## src/rtl/nfc_ecc_pkg.sv

```systemverilog
// Shared constants and state encoding for the per-sector ECC sequencer.
package nfc_ecc_pkg;

    localparam int unsigned ECC_DWID = 8;
    localparam int unsigned ECC_AWID = 9;
    localparam int unsigned SECT_LEN = 512;
    localparam int unsigned PAR_LEN  = 14;
    localparam int unsigned MAX_ERR  = 8;
    localparam int unsigned TMO_CYC  = 1023;

    typedef enum logic [2:0] {
        StIdle,
        StFeed,
        StCalc,
        StParOut,
        StLocOut,
        StDone
    } seq_state_e;

endpackage

```

## src/rtl/nfc_ecc_wdog.sv

```systemverilog
// Loadable down-counter watchdog: expire pulses on the TMO_CYC-th consecutive enabled,
// unloaded cycle.
module nfc_ecc_wdog #(
    parameter int unsigned TMO_CYC = 1023
) (
    input  logic clk_2x,
    input  logic rst_n,
    input  logic load_i,
    input  logic en_i,
    output logic expire_o
);

    localparam int unsigned CntW = $clog2(TMO_CYC + 1);

    logic [CntW-1:0] cnt_q, cnt_d;

    always_comb begin
        cnt_d = cnt_q;
        if (load_i) begin
            cnt_d = CntW'(TMO_CYC);
        end else if (en_i && (cnt_q != '0)) begin
            cnt_d = cnt_q - 1'b1;
        end
    end

    assign expire_o = en_i && !load_i && (cnt_q == CntW'(1));

    always_ff @(posedge clk_2x or negedge rst_n) begin
        if (!rst_n) begin
            cnt_q <= CntW'(TMO_CYC);
        end else begin
            cnt_q <= cnt_d;
        end
    end

endmodule

```

## src/rtl/nfc_ecc_seq.sv

```systemverilog
// Per-sector ECC sequencer: streams sector bytes into the BCH engine and forwards parity
// bytes or error locations into the correction bridge FIFO.
module nfc_ecc_seq
    import nfc_ecc_pkg::*;
(
    input  logic                clk_2x,
    input  logic                rst_n,
    input  logic                seq_start,
    input  logic                seq_dir,
    input  logic                seq_abort,
    input  logic                nfc_byte_vld,
    input  logic [ECC_DWID-1:0] nfc_byte,
    output logic                eng_start,
    output logic                eng_mode,
    output logic                eng_din_vld,
    output logic [ECC_DWID-1:0] eng_din,
    output logic                eng_din_last,
    input  logic                eng_par_vld,
    input  logic [ECC_DWID-1:0] eng_par,
    input  logic                eng_err_vld,
    input  logic [ECC_AWID-1:0] eng_err_addr,
    input  logic                eng_dec_done,
    input  logic                eng_fail,
    output logic                ecc_fifo_wr,
    output logic [ECC_DWID-1:0] ecc_enc_dat,
    output logic [ECC_AWID-1:0] ecc_dec_addr,
    output logic                ecc_done,
    output logic                seq_busy,
    output logic [4:0]          seq_err_cnt,
    output logic                seq_uncor,
    output logic                seq_timeout
);

    seq_state_e          state_q, state_d;
    logic [ECC_AWID-1:0] byte_cnt_q, byte_cnt_d;
    logic [5:0]          par_cnt_q, par_cnt_d;
    logic [4:0]          err_cnt_q, err_cnt_d;
    logic                eng_start_q, eng_start_d;
    logic                eng_mode_q, eng_mode_d;
    logic                din_vld_q, din_vld_d;
    logic [ECC_DWID-1:0] din_q, din_d;
    logic                din_last_q, din_last_d;
    logic                fifo_wr_q, fifo_wr_d;
    logic [ECC_DWID-1:0] enc_dat_q, enc_dat_d;
    logic [ECC_AWID-1:0] dec_addr_q, dec_addr_d;
    logic                done_q, done_d;
    logic                busy_q, busy_d;
    logic                uncor_q, uncor_d;
    logic                timeout_q, timeout_d;

    logic watched, eng_act, wd_expire;

    assign watched = (state_q == StCalc) || (state_q == StParOut) || (state_q == StLocOut);
    assign eng_act = eng_par_vld || eng_err_vld || eng_dec_done || eng_fail;

    nfc_ecc_wdog #(
        .TMO_CYC(TMO_CYC)
    ) u_wdog (
        .clk_2x  (clk_2x),
        .rst_n   (rst_n),
        .load_i  (!watched || eng_act),
        .en_i    (watched),
        .expire_o(wd_expire)
    );

    always_comb begin
        state_d     = state_q;
        byte_cnt_d  = byte_cnt_q;
        par_cnt_d   = par_cnt_q;
        err_cnt_d   = err_cnt_q;
        eng_start_d = 1'b0;
        eng_mode_d  = eng_mode_q;
        din_vld_d   = 1'b0;
        din_d       = din_q;
        din_last_d  = 1'b0;
        fifo_wr_d   = 1'b0;
        enc_dat_d   = enc_dat_q;
        dec_addr_d  = dec_addr_q;
        done_d      = 1'b0;
        busy_d      = busy_q;
        uncor_d     = uncor_q;
        timeout_d   = timeout_q;

        unique case (state_q)
            StIdle: begin
                if (seq_start && !seq_abort) begin
                    state_d     = StFeed;
                    eng_start_d = 1'b1;
                    eng_mode_d  = seq_dir;
                    byte_cnt_d  = '0;
                    par_cnt_d   = '0;
                    err_cnt_d   = '0;
                    uncor_d     = 1'b0;
                    timeout_d   = 1'b0;
                    busy_d      = 1'b1;
                end
            end
            StFeed: begin
                if (seq_abort) begin
                    state_d = StDone;
                end else if (nfc_byte_vld) begin
                    din_vld_d  = 1'b1;
                    din_d      = nfc_byte;
                    byte_cnt_d = byte_cnt_q + 1'b1;
                    if (byte_cnt_q == ECC_AWID'(SECT_LEN - 1)) begin
                        din_last_d = 1'b1;
                        byte_cnt_d = '0;
                        state_d    = StCalc;
                    end
                end
            end
            StCalc: begin
                if (seq_abort) begin
                    state_d = StDone;
                end else if (eng_mode_q) begin
                    if (eng_par_vld) begin
                        fifo_wr_d = 1'b1;
                        enc_dat_d = eng_par;
                        par_cnt_d = 6'd1;
                        state_d   = StParOut;
                    end else if (wd_expire) begin
                        timeout_d = 1'b1;
                        state_d   = StDone;
                    end
                end else if (eng_fail) begin
                    uncor_d = 1'b1;
                    state_d = StDone;
                end else if (eng_err_vld) begin
                    fifo_wr_d  = 1'b1;
                    dec_addr_d = eng_err_addr;
                    err_cnt_d  = 5'd1;
                    state_d    = eng_dec_done ? StDone : StLocOut;
                end else if (eng_dec_done) begin
                    state_d = StDone;
                end else if (wd_expire) begin
                    timeout_d = 1'b1;
                    state_d   = StDone;
                end
            end
            StParOut: begin
                if (seq_abort) begin
                    state_d = StDone;
                end else if (eng_par_vld) begin
                    fifo_wr_d = 1'b1;
                    enc_dat_d = eng_par;
                    par_cnt_d = par_cnt_q + 1'b1;
                    if (par_cnt_q == 6'(PAR_LEN - 1)) begin
                        state_d = StDone;
                    end
                end else if (wd_expire) begin
                    timeout_d = 1'b1;
                    state_d   = StDone;
                end
            end
            StLocOut: begin
                if (seq_abort) begin
                    state_d = StDone;
                end else if (eng_fail) begin
                    uncor_d = 1'b1;
                    state_d = StDone;
                end else begin
                    // Beyond MAX_ERR the bridge FIFO is full: flag uncorrectable, keep draining.
                    if (eng_err_vld) begin
                        if (err_cnt_q < 5'(MAX_ERR)) begin
                            fifo_wr_d  = 1'b1;
                            dec_addr_d = eng_err_addr;
                            err_cnt_d  = err_cnt_q + 1'b1;
                        end else begin
                            uncor_d = 1'b1;
                        end
                    end
                    if (eng_dec_done) begin
                        state_d = StDone;
                    end else if (wd_expire) begin
                        timeout_d = 1'b1;
                        state_d   = StDone;
                    end
                end
            end
            StDone: begin
                done_d  = 1'b1;
                busy_d  = 1'b0;
                state_d = StIdle;
            end
            default: state_d = StIdle;
        endcase
    end

    always_ff @(posedge clk_2x or negedge rst_n) begin
        if (!rst_n) begin
            state_q     <= StIdle;
            byte_cnt_q  <= '0;
            par_cnt_q   <= '0;
            err_cnt_q   <= '0;
            eng_start_q <= 1'b0;
            eng_mode_q  <= 1'b1;
            din_vld_q   <= 1'b0;
            din_q       <= '0;
            din_last_q  <= 1'b0;
            fifo_wr_q   <= 1'b0;
            enc_dat_q   <= '0;
            dec_addr_q  <= '0;
            done_q      <= 1'b0;
            busy_q      <= 1'b0;
            uncor_q     <= 1'b0;
            timeout_q   <= 1'b0;
        end else begin
            state_q     <= state_d;
            byte_cnt_q  <= byte_cnt_d;
            par_cnt_q   <= par_cnt_d;
            err_cnt_q   <= err_cnt_d;
            eng_start_q <= eng_start_d;
            eng_mode_q  <= eng_mode_d;
            din_vld_q   <= din_vld_d;
            din_q       <= din_d;
            din_last_q  <= din_last_d;
            fifo_wr_q   <= fifo_wr_d;
            enc_dat_q   <= enc_dat_d;
            dec_addr_q  <= dec_addr_d;
            done_q      <= done_d;
            busy_q      <= busy_d;
            uncor_q     <= uncor_d;
            timeout_q   <= timeout_d;
        end
    end

    assign eng_start    = eng_start_q;
    assign eng_mode     = eng_mode_q;
    assign eng_din_vld  = din_vld_q;
    assign eng_din      = din_q;
    assign eng_din_last = din_last_q;
    assign ecc_fifo_wr  = fifo_wr_q;
    assign ecc_enc_dat  = enc_dat_q;
    assign ecc_dec_addr = dec_addr_q;
    assign ecc_done     = done_q;
    assign seq_busy     = busy_q;
    assign seq_err_cnt  = err_cnt_q;
    assign seq_uncor    = uncor_q;
    assign seq_timeout  = timeout_q;

endmodule

```

## config.mk

```make
export PLATFORM = sky130hd
export DESIGN_NAME = nfc_ecc_seq
export DESIGN_NICKNAME = d
export VERILOG_FILES = /design/src/rtl/nfc_ecc_pkg.sv /design/src/rtl/nfc_ecc_wdog.sv /design/src/rtl/nfc_ecc_seq.sv
export SDC_FILE = /design/constraint.sdc
export NUM_CORES = 1
export LEC_CHECK = 0
export ABC_AREA = 1
export BUFFER_PORTS_ARGS = -buffer_cell sky130_fd_sc_hd__buf_2
export CAP_MARGIN = 10
export CORE_UTILIZATION = 30
export DETAILED_ROUTE_END_ITERATION = 7
export PLACE_DENSITY = 0.53
export SLEW_MARGIN = 15
export SYNTH_ARGS = -nofsm -noshare
export SYNTH_HDL_FRONTEND = slang
export SYNTH_SLANG_ARGS = --single-unit
```

## constraint.sdc

```tcl
create_clock -name clk_2x -period 1.7 [get_ports clk_2x]
set_input_delay 0.085 -clock clk_2x [delete_from_list [all_inputs] [get_ports clk_2x]]
set_output_delay 0.085 -clock clk_2x [all_outputs]
set_load 0.1 [all_outputs]
```

Word level (Yosys, flattened, before mapping)
Cells that the tools add are included.

$add $sub $neg: 4. $mul: 0. Divide/modulo/power cells: 0. Order comparisons: 1. Eq/ne operators: 31. Shift operators: 0. Mux-type cells: 99. Bitwise operators: 1. Reductions and logical operators: 34.

Operators by type and width (count): $mux W9 (12); $mux W3 (16); $mux W5 (9); $mux W1 (40); $mux W6 (6); $pmux W9 S2 (2); $mux W8 (4); $ne A2 B2 Y1 const B (15); $mux W10 (2); $ne A3 B3 Y1 const B (6); $pmux W6 S3 (1); $pmux W8 S2 (1); $reduce_and A8 Y1 (2); $pmux W3 S5 (1); $pmux W5 S3 (1); $reduce_and A4 Y1 (3); $eq A10 B1 Y1 const B (1); $reduce_and A10 Y1 (1); $reduce_bool A10 Y1 (1); $reduce_bool A2 Y1 (5); $sub A10 B1 Y10 const B (1); $add A9 B1 Y9 const B (1); $eq A9 B9 Y1 const B (1); $reduce_and A9 Y1 (1); other kinds (22) (37).

Register bits: 67. Bits in latches: 0. RAM bits: 0. Bits in read-only memories: 0. Input port bits: 35. Output and inout port bits: 39. Word-level logic and storage cells: 187. Memories: 0.

Depth between registers and ports, before layout
Gate-level depths: netlist of the first run.

Depth after elaboration: 15. Mapped depth: 14. Mapped depth without buffers: 14.

Hierarchy
From an unflattened synthesis of the first run, not the netlist that was laid out.

Cells, all modules: 506. Area total of the unflattened synthesis: 4000.1 um^2.

By module, submodules not included: nfc_ecc_seq (times used 1, cells each 412, area an instance 3288.2 um^2, seq. area each 1427.6 um^2); nfc_ecc_wdog (times used 1, cells each 94, area an instance 711.9 um^2, seq. area each 262.8 um^2).

Least setup slack after synthesis of the first run
Ideal clock, no wire load.

Path type: register to register. Start point: register err_cnt_q[3], in the netlist seq_err_cnt[3]. End point: register dec_addr_q[0], in the netlist ecc_dec_addr[0]. Library setup time: 0.125 ns. Arrival: 1.869 ns. Slack: -0.294 ns. Stages on the path, launching flop included: 6. Path buffers: 0. Clock period less this slack: 1.994 ns. Cell sequence: dfrtp_1 or2_2 inv_1 nand4_1 nand2_4 mux2_2.

Cells in the longest elaborated chain, start to end: 3.

RTL lines: start: declaration (RTL line nfc_ecc_seq.sv:37) `logic [4:0] err_cnt_q, err_cnt_d;`; start signal: assignment (RTL line nfc_ecc_seq.sv:211) `err_cnt_q <= err_cnt_d;`; $lt A5 B4 Y1 (RTL line nfc_ecc_seq.sv:164) `if (err_cnt_q < 5'(MAX_ERR)) begin`; $ne A2 B1 Y1 (no line); $reduce_and A9 Y1 (no line); end signal: assignment (RTL line nfc_ecc_seq.sv:219) `dec_addr_q <= dec_addr_d;`; end: declaration (RTL line nfc_ecc_seq.sv:45) `logic [ECC_AWID-1:0] dec_addr_q, dec_addr_d;`.

Every way passes these cells. A chain may end at the register's enable or synchronous reset.

Final worst setup path of the first run
Start point: register byte_cnt_q[1]. End point: register byte_cnt_q[7].

Cells in the longest elaborated chain, start to end: 5.

RTL lines: start: declaration (RTL line nfc_ecc_seq.sv:35) `logic [ECC_AWID-1:0] byte_cnt_q, byte_cnt_d;`; start signal: assignment (RTL line nfc_ecc_seq.sv:209) `byte_cnt_q <= byte_cnt_d;`; $add A9 B1 Y9 / $eq A9 B9 Y1 (equally long branches) (RTL line nfc_ecc_seq.sv:104, nfc_ecc_seq.sv:105); $mux W9 * (RTL line nfc_ecc_seq.sv:105) `if (byte_cnt_q == ECC_AWID'(SECT_LEN - 1)) begin`; $mux W9 * (RTL line nfc_ecc_seq.sv:101) `end else if (nfc_byte_vld) begin`; $mux W9 * (RTL line nfc_ecc_seq.sv:99) `if (seq_abort) begin`; $pmux W9 S2 * (RTL line nfc_ecc_seq.sv:84) `unique case (state_q)`.

Every way passes the cells marked *; elsewhere a longest branch is shown, timed or not. The select of a mux whose other input is x is not followed.

==> impl_metrics.prom, run 1 <==
# TYPE chip_impl_metric gauge
chip_impl_info{name="status",value="finished, violations left"} 1
chip_impl_info{name="failed_checks",value="DRC, setup timing"} 1
chip_impl_metric{name="gp_congestion",unit=""} 0.865
chip_impl_metric{name="pwr-share-seq",unit=""} 0.233
chip_impl_info{name="setup.worst_path.class",value="reg2reg"} 1
chip_impl_metric{name="power_per_cell_area",unit="nW/µm²"} 1810
chip_impl_metric{name="synth.ff_latch_count",unit=""} 67
chip_impl_metric{name="seq_area",unit="µm²"} 1710
chip_impl_info{name="hold_path_end",value="eng_din_last$_DFF_PN0_"} 1
chip_impl_info{name="reg2reg_from",value="byte_cnt_q[1]$_DFFE_PN0P_"} 1
chip_impl_metric{name="grt_antenna_before_repair",unit=""} 0
chip_impl_metric{name="report.final.slew_viol_count",unit=""} 0
chip_impl_metric{name="dieWidth",unit="µm"} 111
chip_impl_info{name="critical_path.startpoint_type",value="register"} 1
chip_impl_metric{name="fillerInstances",unit=""} 1090
chip_impl_metric{name="cts_max_level",unit=""} 3
chip_impl_metric{name="slew_headroom",unit=""} 0.670
chip_impl_metric{name="worst_setup_hold_path_clk_slew",unit="ps"} 50
chip_impl_metric{name="power.switching_fraction",unit=""} 0.508
chip_impl_metric{name="p_comb_frac",unit=""} 0.572
chip_impl_metric{name="achievable-frequency",unit="MHz"} 519
chip_impl_metric{name="design.final.nets",unit=""} 629
chip_impl_metric{name="detail_route.wirelength",unit="µm"} 9180
chip_impl_info{name="cts_tree",value="built"} 1
chip_impl_metric{name="maxCapViolCount",unit=""} 0
chip_impl_info{name="top_ff_cell_synth",value="dfrtp_1"} 1
chip_impl_info{name="critical_path.endpoint_type",value="register"} 1
chip_impl_metric{name="cp.required",unit="ps"} 1920
chip_impl_metric{name="multi_input_comb_area",unit="µm²"} 1830
chip_impl_metric{name="pre_antenna_drt_iters",unit=""} 6
chip_impl_metric{name="drt_drc_violations_left",unit=""} 2
chip_impl_metric{name="synth_nets",unit=""} 461
chip_impl_info{name="rsz_0062_raised_after_global_routing",value="yes"} 1
chip_impl_metric{name="worst_hold_slack",unit="ps"} 119
chip_impl_metric{name="length_in_cells_of_the_worst_reg_to_reg_path",unit=""} 14
chip_impl_metric{name="vdd_drop_max",unit="mV"} 1.18
chip_impl_metric{name="yosysSeqAreaShare",unit=""} 0.471
chip_impl_metric{name="finalCriticalPeriod",unit="ps"} 1930
chip_impl_metric{name="internal_dissipation",unit="mW"} 4.80
chip_impl_metric{name="synthesis.yosys.warnings",unit=""} 0
chip_impl_metric{name="layout-drive-gt1-share",unit=""} 0.421
chip_impl_metric{name="post-route-period-util",unit=""} 1.13
chip_impl_metric{name="overflow",unit=""} 0
chip_impl_metric{name="global_route_wire_length_before_repair",unit="µm"} 15600
chip_impl_metric{name="number_of_buffers_created_by_cts",unit=""} 9
chip_impl_metric{name="cp_data_arrival_time",unit="ps"} 2150
chip_impl_metric{name="synth_edf_count",unit=""} 0
chip_impl_info{name="timing.hold.worst.class",value="in2reg"} 1
chip_impl_metric{name="totalPowerFinal",unit="mW"} 9.76
chip_impl_metric{name="row_count",unit=""} 39
chip_impl_metric{name="wl_per_cell",unit="µm"} 12.5
chip_impl_info{name="critical_path.reg2reg.endpoint",value="byte_cnt_q[7]$_DFFE_PN0P_"} 1
chip_impl_metric{name="post_synth_num_cell_types",unit=""} 38
chip_impl_metric{name="clock_power_share",unit=""} 0.196
chip_impl_metric{name="area_delta_synth_final",unit="%"} 50.3
chip_impl_metric{name="clock_latency",unit="ps"} 340
chip_impl_metric{name="syn_area",unit="µm²"} 3590
chip_impl_metric{name="dieHeight",unit="µm"} 111
chip_impl_metric{name="largest_net_degree_at_the_start_of_global_routing",unit=""} 37
chip_impl_metric{name="syn_inst",unit=""} 418
chip_impl_info{name="worstHoldStart",value="nfc_byte_vld"} 1
chip_impl_metric{name="die_area",unit="µm²"} 12400
chip_impl_metric{name="port-buffer-count",unit=""} 73
chip_impl_metric{name="initial_util",unit=""} 0.311
chip_impl_metric{name="grt_use_total",unit=""} 0.159
chip_impl_metric{name="setup.reg_to_reg.worst_slack",unit="ps"} -230
chip_impl_metric{name="setup_violations",unit=""} 12
chip_impl_metric{name="count_of_nets_left_with_antenna_violations_after_detail_routing",unit=""} 0
chip_impl_metric{name="p_leak",unit="nW"} 2.73
chip_impl_metric{name="drt_iter0_drc",unit=""} 197
chip_impl_metric{name="antennaDiodeCount",unit=""} 0
chip_impl_metric{name="clockBufferDepth",unit=""} 2
chip_impl_info{name="cts.root.buffer_cell",value="clkbuf_16"} 1
chip_impl_metric{name="clock_sinks",unit=""} 67
chip_impl_metric{name="synth.avg_cell_area",unit="µm²"} 8.58
chip_impl_metric{name="hold_path_depth",unit=""} 4
chip_impl_metric{name="report.final.hold_viol_count",unit=""} 0
chip_impl_metric{name="switching_power",unit="mW"} 4.96
chip_impl_metric{name="ioPinCount",unit=""} 74
chip_impl_metric{name="ys_async_sr_fraction",unit=""} 1.00
chip_impl_metric{name="area_of_the_core_region",unit="µm²"} 11500
chip_impl_metric{name="first_global_vias",unit=""} 3352
chip_impl_metric{name="vias_per_cell",unit=""} 4.55
chip_impl_metric{name="detailed_place_hpwl",unit="µm"} 6230
chip_impl_metric{name="via_count",unit=""} 3338
chip_impl_metric{name="cp_max_fo",unit=""} 7
chip_impl_metric{name="clock-skew-final",unit="ps"} 7.59
chip_impl_metric{name="setup_ws",unit="ps"} -226
chip_impl_metric{name="tightest_slew",unit="ps"} 498
worst max-delay path: stages, from the launching register on:
cell and delay [ps]:
dfrtp_1 360, ha_2 190, inv_2 50, nor3_4 120, nand2_1 90, nor2_1 90, nand2_1 80, nor2_1 100
ha_2 190, buf_4 110, buf_6 80, nor2_4 50, buf_4 130, o22ai_2 140, a21oi_2 40
repair_timing:
action                                 in CTS  in global routing
endpoints found under the hold margin      82                  0
resized for setup                          19                 41
pin swaps                                   9                 22
setup endpoints to repair                  21                 53
setup buffers                              12                 12
hold buffers                               27                  0
gates cloned                                1                  0
placed cells by master (no fill, tap or decap), types with 8 or more instances in the layout:
master	n
nand2_1	94
buf_2	73
inv_1	52
dfrtp_1	51
buf_4	50
nor2_1	33
dlygate4sd3_1	27
nand3_1	16
o21ai_0	16
a21oi_1	12
nor2_4	11
dfstp_2	10
inv_2	9
nand4_1	9
mux2_4	9
o21ai_1	9
clkbuf_16	9
nand2_4	8
mux2_2	8
layer usage:
metal,global-route usage,share of wire,wire length [µm]
met3,0.0403,0.042,381
met2,0.271,0.50,4580
met5,0,0,0
met1,0.183,0.44,4060
met4,0.0838,0.018,161
flip-flops by register name, indices dropped and copies added (netlist names), 3 cells and up:
register,flops
ecc_enc_dat,8
par_cnt_q,6
state_q,3
byte_cnt_q,9
seq_err_cnt,5
ecc_dec_addr,9
u_wdog.cnt_q,10
eng_din,8
cell usage after synthesis (2+ instances only):
cell / count / share of area
a21oi_1: 17 / 0.024
a21oi_2: 3 / 0.0073
a31oi_1: 2 / 0.0035
dfrtp_1: 56 / 0.39
dfstp_2: 11 / 0.081
ha_1: 8 / 0.028
inv_1: 59 / 0.062
inv_2: 4 / 0.0042
inv_4: 2 / 0.0035
mux2_2: 17 / 0.053
nand2_1: 98 / 0.10
nand2_2: 2 / 0.0035
nand2_4: 7 / 0.022
nand3_1: 18 / 0.025
nand3_2: 2 / 0.0056
nand4_1: 9 / 0.016
nor2_1: 38 / 0.040
nor2_2: 3 / 0.0052
nor2_4: 6 / 0.019
nor3_1: 6 / 0.0084
o211ai_1: 3 / 0.0063
o21ai_0: 23 / 0.032
o21ai_1: 5 / 0.0070
o22ai_1: 2 / 0.0035
o22ai_2: 2 / 0.0070
o31ai_1: 2 / 0.0042
or2_2: 2 / 0.0035
power groups by stage:
stage               logic [mW]  clock network [mW]  registers [mW]
global route              5.93                2.04            2.32
global placement          4.95                   0            2.27
detailed placement        4.98                   0            2.27
finish                    5.58                1.91            2.27
CTS                       5.23                1.97            2.25
floorplan                 1.51                   0            4.64
cell type report:
| type | instances | share of cell area |
|---|---|---|
| multi-input combinational | 285 | 0.339 |
| sequential | 67 | 0.316 |
| clock buffer | 12 | 0.0476 |
| clock inverter | 4 | 0.00906 |
| timing repair buffer | 158 | 0.208 |
| inverter | 65 | 0.0471 |
| tap | 143 | 0.0332 |
per-stage QoR:
stage | util | instance area, µm² | setup slack, ps | std cells | TNS [ps]
after CTS | 0.448 | 5160 | -175 | 723 | -1110
after global routing | 0.468 | 5390 | -398 | 734 | -4910
final | 0.468 | 5390 | -226 | 734 | -2010
after global placement | 0.384 | 4420 | -105 | 667 | -539
after detailed placement | 0.384 | 4420 | -176 | 667 | -1240
after floorplan | - | 3630 | -39.3 | 418 | -247
logic make-up after synthesis:
group | Yosys count | synth area share
compound gates | 64 | 0.110
fa+ha+maj | 8 | 0.0279
buf+inv | 67 | 0.0747
flops | 67 | 0.471
mux | 17 | 0.0534
simple gates | 195 | 0.262
how the worst max path moves through the flow:
| stage | endpoint | depth (start not counted) | startpoint | slack, ps |
|---|---|---|---|---|
| after detailed placement | byte_cnt_q[2]$_DFFE_PN0P_ | 11 | byte_cnt_q[0]$_DFFE_PN0P_ | -180 |
| after CTS | state_q[0]$_DFFE_PN0P_ | 14 | byte_cnt_q[1]$_DFFE_PN0P_ | -180 |
| final | byte_cnt_q[7]$_DFFE_PN0P_ | 14 | byte_cnt_q[1]$_DFFE_PN0P_ | -230 |
| after floorplan | state_q[1]$_DFFE_PN0P_ | 14 | byte_cnt_q[0]$_DFFE_PN0P_ | -40 |
| after global placement | state_q[0]$_DFFE_PN0P_ | 14 | byte_cnt_q[0]$_DFFE_PN0P_ | -100 |
| after global routing | state_q[1]$_DFFE_PN0P_ | 14 | byte_cnt_q[0]$_DFFE_PN0P_ | -400 |
Power figures use the tool's default switching activity.
==> run 2, diff against run 1 <==
Settings changed: CELL_PAD_IN_SITES_DETAIL_PLACEMENT from default to 0, CELL_PAD_IN_SITES_GLOBAL_PLACEMENT from default to 1, PLACE_DENSITY 0.53 to 0.66.
==> run 2 against run 1 <==
Compared with the run above: the run ends with setup timing left; global-route usage decreased by 0.058 points; via count fell by 0.48%; clock skew is 3.5 ps lower; largest cell class unchanged; final area increased by 0.37%; worst setup slack better by 11 ps; critical path type unchanged; sequential power barely moved; combinational power about the same; first-iteration DRC count is 43% lower.
==> impl_metrics.prom, run 2 (same netlist as run 1, synthesis figures left out) <==
# TYPE chip_impl_metric gauge
chip_impl_info{name="status",value="finished, violations left"} 1
chip_impl_info{name="failed_checks",value="setup timing"} 1
chip_impl_metric{name="fillerInstances",unit=""} 1126
chip_impl_metric{name="post-route-period-util",unit=""} 1.13
chip_impl_metric{name="p_comb_frac",unit=""} 0.556
chip_impl_info{name="layout_common_cells",value="nand2_1 (91), buf_2 (73), inv_1 (54)"} 1
chip_impl_info{name="critical_path.startpoint_type",value="register"} 1
chip_impl_metric{name="cts_max_level",unit=""} 3
chip_impl_metric{name="overflow",unit=""} 0
chip_impl_metric{name="drt_iter0_drc",unit=""} 112
chip_impl_metric{name="largest_register_ffs",unit=""} 10
chip_impl_metric{name="setup.reg_to_reg.worst_slack",unit="ps"} -210
chip_impl_info{name="cts_tree",value="built"} 1
chip_impl_info{name="timing.hold.worst.class",value="in2reg"} 1
chip_impl_metric{name="gr-usage-met3",unit=""} 0.0354
chip_impl_metric{name="grt_antenna_before_repair",unit=""} 1
chip_impl_metric{name="clock_sinks",unit=""} 67
chip_impl_metric{name="port-buffer-count",unit=""} 73
chip_impl_metric{name="report.final.slew_viol_count",unit=""} 0
chip_impl_metric{name="maxCapViolCount",unit=""} 0
chip_impl_metric{name="ioPinCount",unit=""} 74
chip_impl_metric{name="area_of_the_core_region",unit="µm²"} 11500
chip_impl_info{name="worstHoldStart",value="nfc_byte_vld"} 1
chip_impl_metric{name="clockBufferDepth",unit=""} 2
chip_impl_metric{name="drt_drc_violations_left",unit=""} 0
chip_impl_metric{name="design.final.nets",unit=""} 625
chip_impl_info{name="critical_path.reg2reg.endpoint",value="state_q[0]$_DFFE_PN0P_"} 1
chip_impl_metric{name="length_in_cells_of_the_worst_reg_to_reg_path",unit=""} 14
chip_impl_metric{name="area_delta_synth_final",unit="%"} 50.8
chip_impl_metric{name="clock-skew-final",unit="ps"} 4.05
chip_impl_info{name="critical_path_most_common_cell",value="nand2_1"} 1
chip_impl_metric{name="internal_dissipation",unit="mW"} 5.01
chip_impl_metric{name="achievable-frequency",unit="MHz"} 522
chip_impl_metric{name="fin_cells",unit=""} 730
chip_impl_metric{name="switching_power",unit="mW"} 4.97
chip_impl_metric{name="clock_latency",unit="ps"} 330
chip_impl_metric{name="count_of_nets_left_with_antenna_violations_after_detail_routing",unit=""} 0
chip_impl_metric{name="clock_power_share",unit=""} 0.218
chip_impl_metric{name="finalCriticalPeriod",unit="ps"} 1910
chip_impl_metric{name="layout-drive-gt1-share",unit=""} 0.419
chip_impl_metric{name="p_leak",unit="nW"} 2.74
chip_impl_info{name="grt.busiest_layer",value="met2"} 1
chip_impl_metric{name="multi_input_comb_area",unit="µm²"} 1840
chip_impl_metric{name="die_area",unit="µm²"} 12400
chip_impl_metric{name="cpPeakStageDelay",unit="ps"} 350
chip_impl_info{name="rsz_0062_raised_after_global_routing",value="yes"} 1
chip_impl_metric{name="power.switching_fraction",unit=""} 0.498
chip_impl_metric{name="global_route_wire_length_before_repair",unit="µm"} 15500
chip_impl_metric{name="vdd_drop_max",unit="mV"} 1.34
chip_impl_info{name="critPathSlowestCell",value="dfrtp_1"} 1
chip_impl_info{name="largest-register",value="u_wdog.cnt_q"} 1
chip_impl_info{name="setup.worst_path.class",value="reg2reg"} 1
chip_impl_metric{name="largest_net_degree_at_the_start_of_global_routing",unit=""} 35
chip_impl_info{name="reg2reg_from",value="byte_cnt_q[0]$_DFFE_PN0P_"} 1
chip_impl_info{name="critical_path.endpoint_type",value="register"} 1
chip_impl_metric{name="row_count",unit=""} 39
chip_impl_metric{name="antennaDiodeCount",unit=""} 0
chip_impl_info{name="timing.critical_path.cells",value="ha_2 -> inv_2 -> nor3_4 -> nand2_1 -> nor2_1 -> nand2_1 -> nor2_1 -> ha_2 -> nand2_2 -> nand3_2 -> nand3b_1 -> buf_4 -> nand2_2 -> nand2_1"} 1
chip_impl_metric{name="seq_area",unit="µm²"} 1700
chip_impl_metric{name="number_of_buffers_created_by_cts",unit=""} 9
chip_impl_metric{name="pre_antenna_drt_iters",unit=""} 4
chip_impl_metric{name="via_count",unit=""} 3322
chip_impl_metric{name="setup_ws",unit="ps"} -214
chip_impl_metric{name="detailed_place_hpwl",unit="µm"} 6600
chip_impl_metric{name="detail_route.wirelength",unit="µm"} 9380
chip_impl_info{name="layout.cells.most_common",value="nand2_1"} 1
chip_impl_metric{name="cp_max_fo",unit=""} 3
chip_impl_metric{name="first_global_vias",unit=""} 3352
chip_impl_metric{name="finalCoreUtilization",unit=""} 0.470
chip_impl_metric{name="cp.required",unit="ps"} 1930
chip_impl_metric{name="report.final.hold_viol_count",unit=""} 0
chip_impl_metric{name="power_per_cell_area",unit="nW/µm²"} 1850
chip_impl_metric{name="met1_usage",unit=""} 0.183
chip_impl_info{name="cts.root.buffer_cell",value="clkbuf_16"} 1
chip_impl_metric{name="wl_per_cell",unit="µm"} 12.8
chip_impl_metric{name="placedCellCount",unit=""} 665
chip_impl_metric{name="worst_hold_slack",unit="ps"} 128
chip_impl_metric{name="gp_congestion",unit=""} 0.779
chip_impl_metric{name="cp_data_arrival_time",unit="ps"} 2140
chip_impl_metric{name="hold_path_depth",unit=""} 4
chip_impl_metric{name="worst_setup_hold_path_clk_slew",unit="ps"} 60
chip_impl_metric{name="grt.met2_usage",unit=""} 0.268
chip_impl_metric{name="vias_per_cell",unit=""} 4.55
chip_impl_metric{name="dieWidth",unit="µm"} 111
chip_impl_metric{name="setup_violations",unit=""} 11
chip_impl_metric{name="dieHeight",unit="µm"} 111
chip_impl_metric{name="slew_headroom",unit=""} 0.669
chip_impl_metric{name="pwr-share-seq",unit=""} 0.226
chip_impl_info{name="hold_path_end",value="eng_din_last$_DFF_PN0_"} 1
chip_impl_metric{name="tightest_slew",unit="ps"} 500
chip_impl_metric{name="grt_use_total",unit=""} 0.158
chip_impl_metric{name="initial_util",unit=""} 0.311
run 2: cell types whose count changed in the layout (fill, tap and decap cells not counted), sizes merged:
cell / change
buf: -4
clkbuf: -2
clkinv: -2
inv: +1
bufinv: +2
clkinvlp: +1
run 2: routing by layer:
| layer | up-vias | share of wire |
|---|---|---|
| met5 | - | 0 |
| met4 | 0 | 0.032 |
| met3 | 21 | 0.036 |
| met2 | 55 | 0.50 |
| met1 | 1566 | 0.43 |
| li1 | 1680 | - |
run 2: final cells by class:
class	count	share of cell area
Clock inverter	6	0.0206
Inverter	65	0.0460
Multi-Input combinational cell	285	0.340
Clock buffer	10	0.0442
Timing Repair Buffer	154	0.201
Tap cell	143	0.0331
Sequential cell	67	0.315
run 2: timing repair:
item / in CTS / in global routing
setup endpoints to repair: 20 / 45
endpoints found under the hold margin: 70 / 0
hold buffers: 27 / 0
buffers inserted: 6 / 16
gates resized for setup: 15 / 41
pin swaps: 6 / 18
gates cloned: 1 / 0
run 2: critical path, delay by kind of cell, from the launching register on:
kind                     cells  cell delay (ps)
adder cells (fa/ha/maj)      2              400
buffers and inverters        2              230
flip-flops                   1              350
AND/OR/NAND/NOR             10              830
run 2: power groups by stage:
stage / logic [mW] / clock network [mW] / registers (mW)
after CTS: 5.12 / 2.24 / 2.26
after global routing: 5.87 / 2.30 / 2.31
after global placement: 4.99 / 0 / 2.27
after floorplan: 1.51 / 0 / 4.64
final: 5.55 / 2.18 / 2.26
after detailed placement: 4.99 / 0 / 2.27
run 2: worst max-delay path by stage:
stage | startpoint | end | slack, ps | cells after the start
floorplan | byte_cnt_q[0]$_DFFE_PN0P_ | state_q[1]$_DFFE_PN0P_ | -40 | 14
detailed placement | byte_cnt_q[0]$_DFFE_PN0P_ | state_q[0]$_DFFE_PN0P_ | -190 | 14
global placement | byte_cnt_q[0]$_DFFE_PN0P_ | state_q[1]$_DFFE_PN0P_ | -110 | 14
finish | byte_cnt_q[0]$_DFFE_PN0P_ | state_q[0]$_DFFE_PN0P_ | -210 | 14
global route | byte_cnt_q[1]$_DFFE_PN0P_ | state_q[1]$_DFFE_PN0P_ | -390 | 14
CTS | byte_cnt_q[0]$_DFFE_PN0P_ | state_q[0]$_DFFE_PN0P_ | -180 | 14
run 2: per-stage QoR:
step	setup TNS [ps]	worst slack (ps)	area [µm²]	total power, mW
global route	-3400	-393	5410	10.5
global placement	-296	-105	4430	7.26
finish	-1480	-214	5410	9.99
CTS	-1570	-184	5150	9.62
detailed placement	-1010	-193	4430	7.27
floorplan	-247	-39.3	3630	6.15
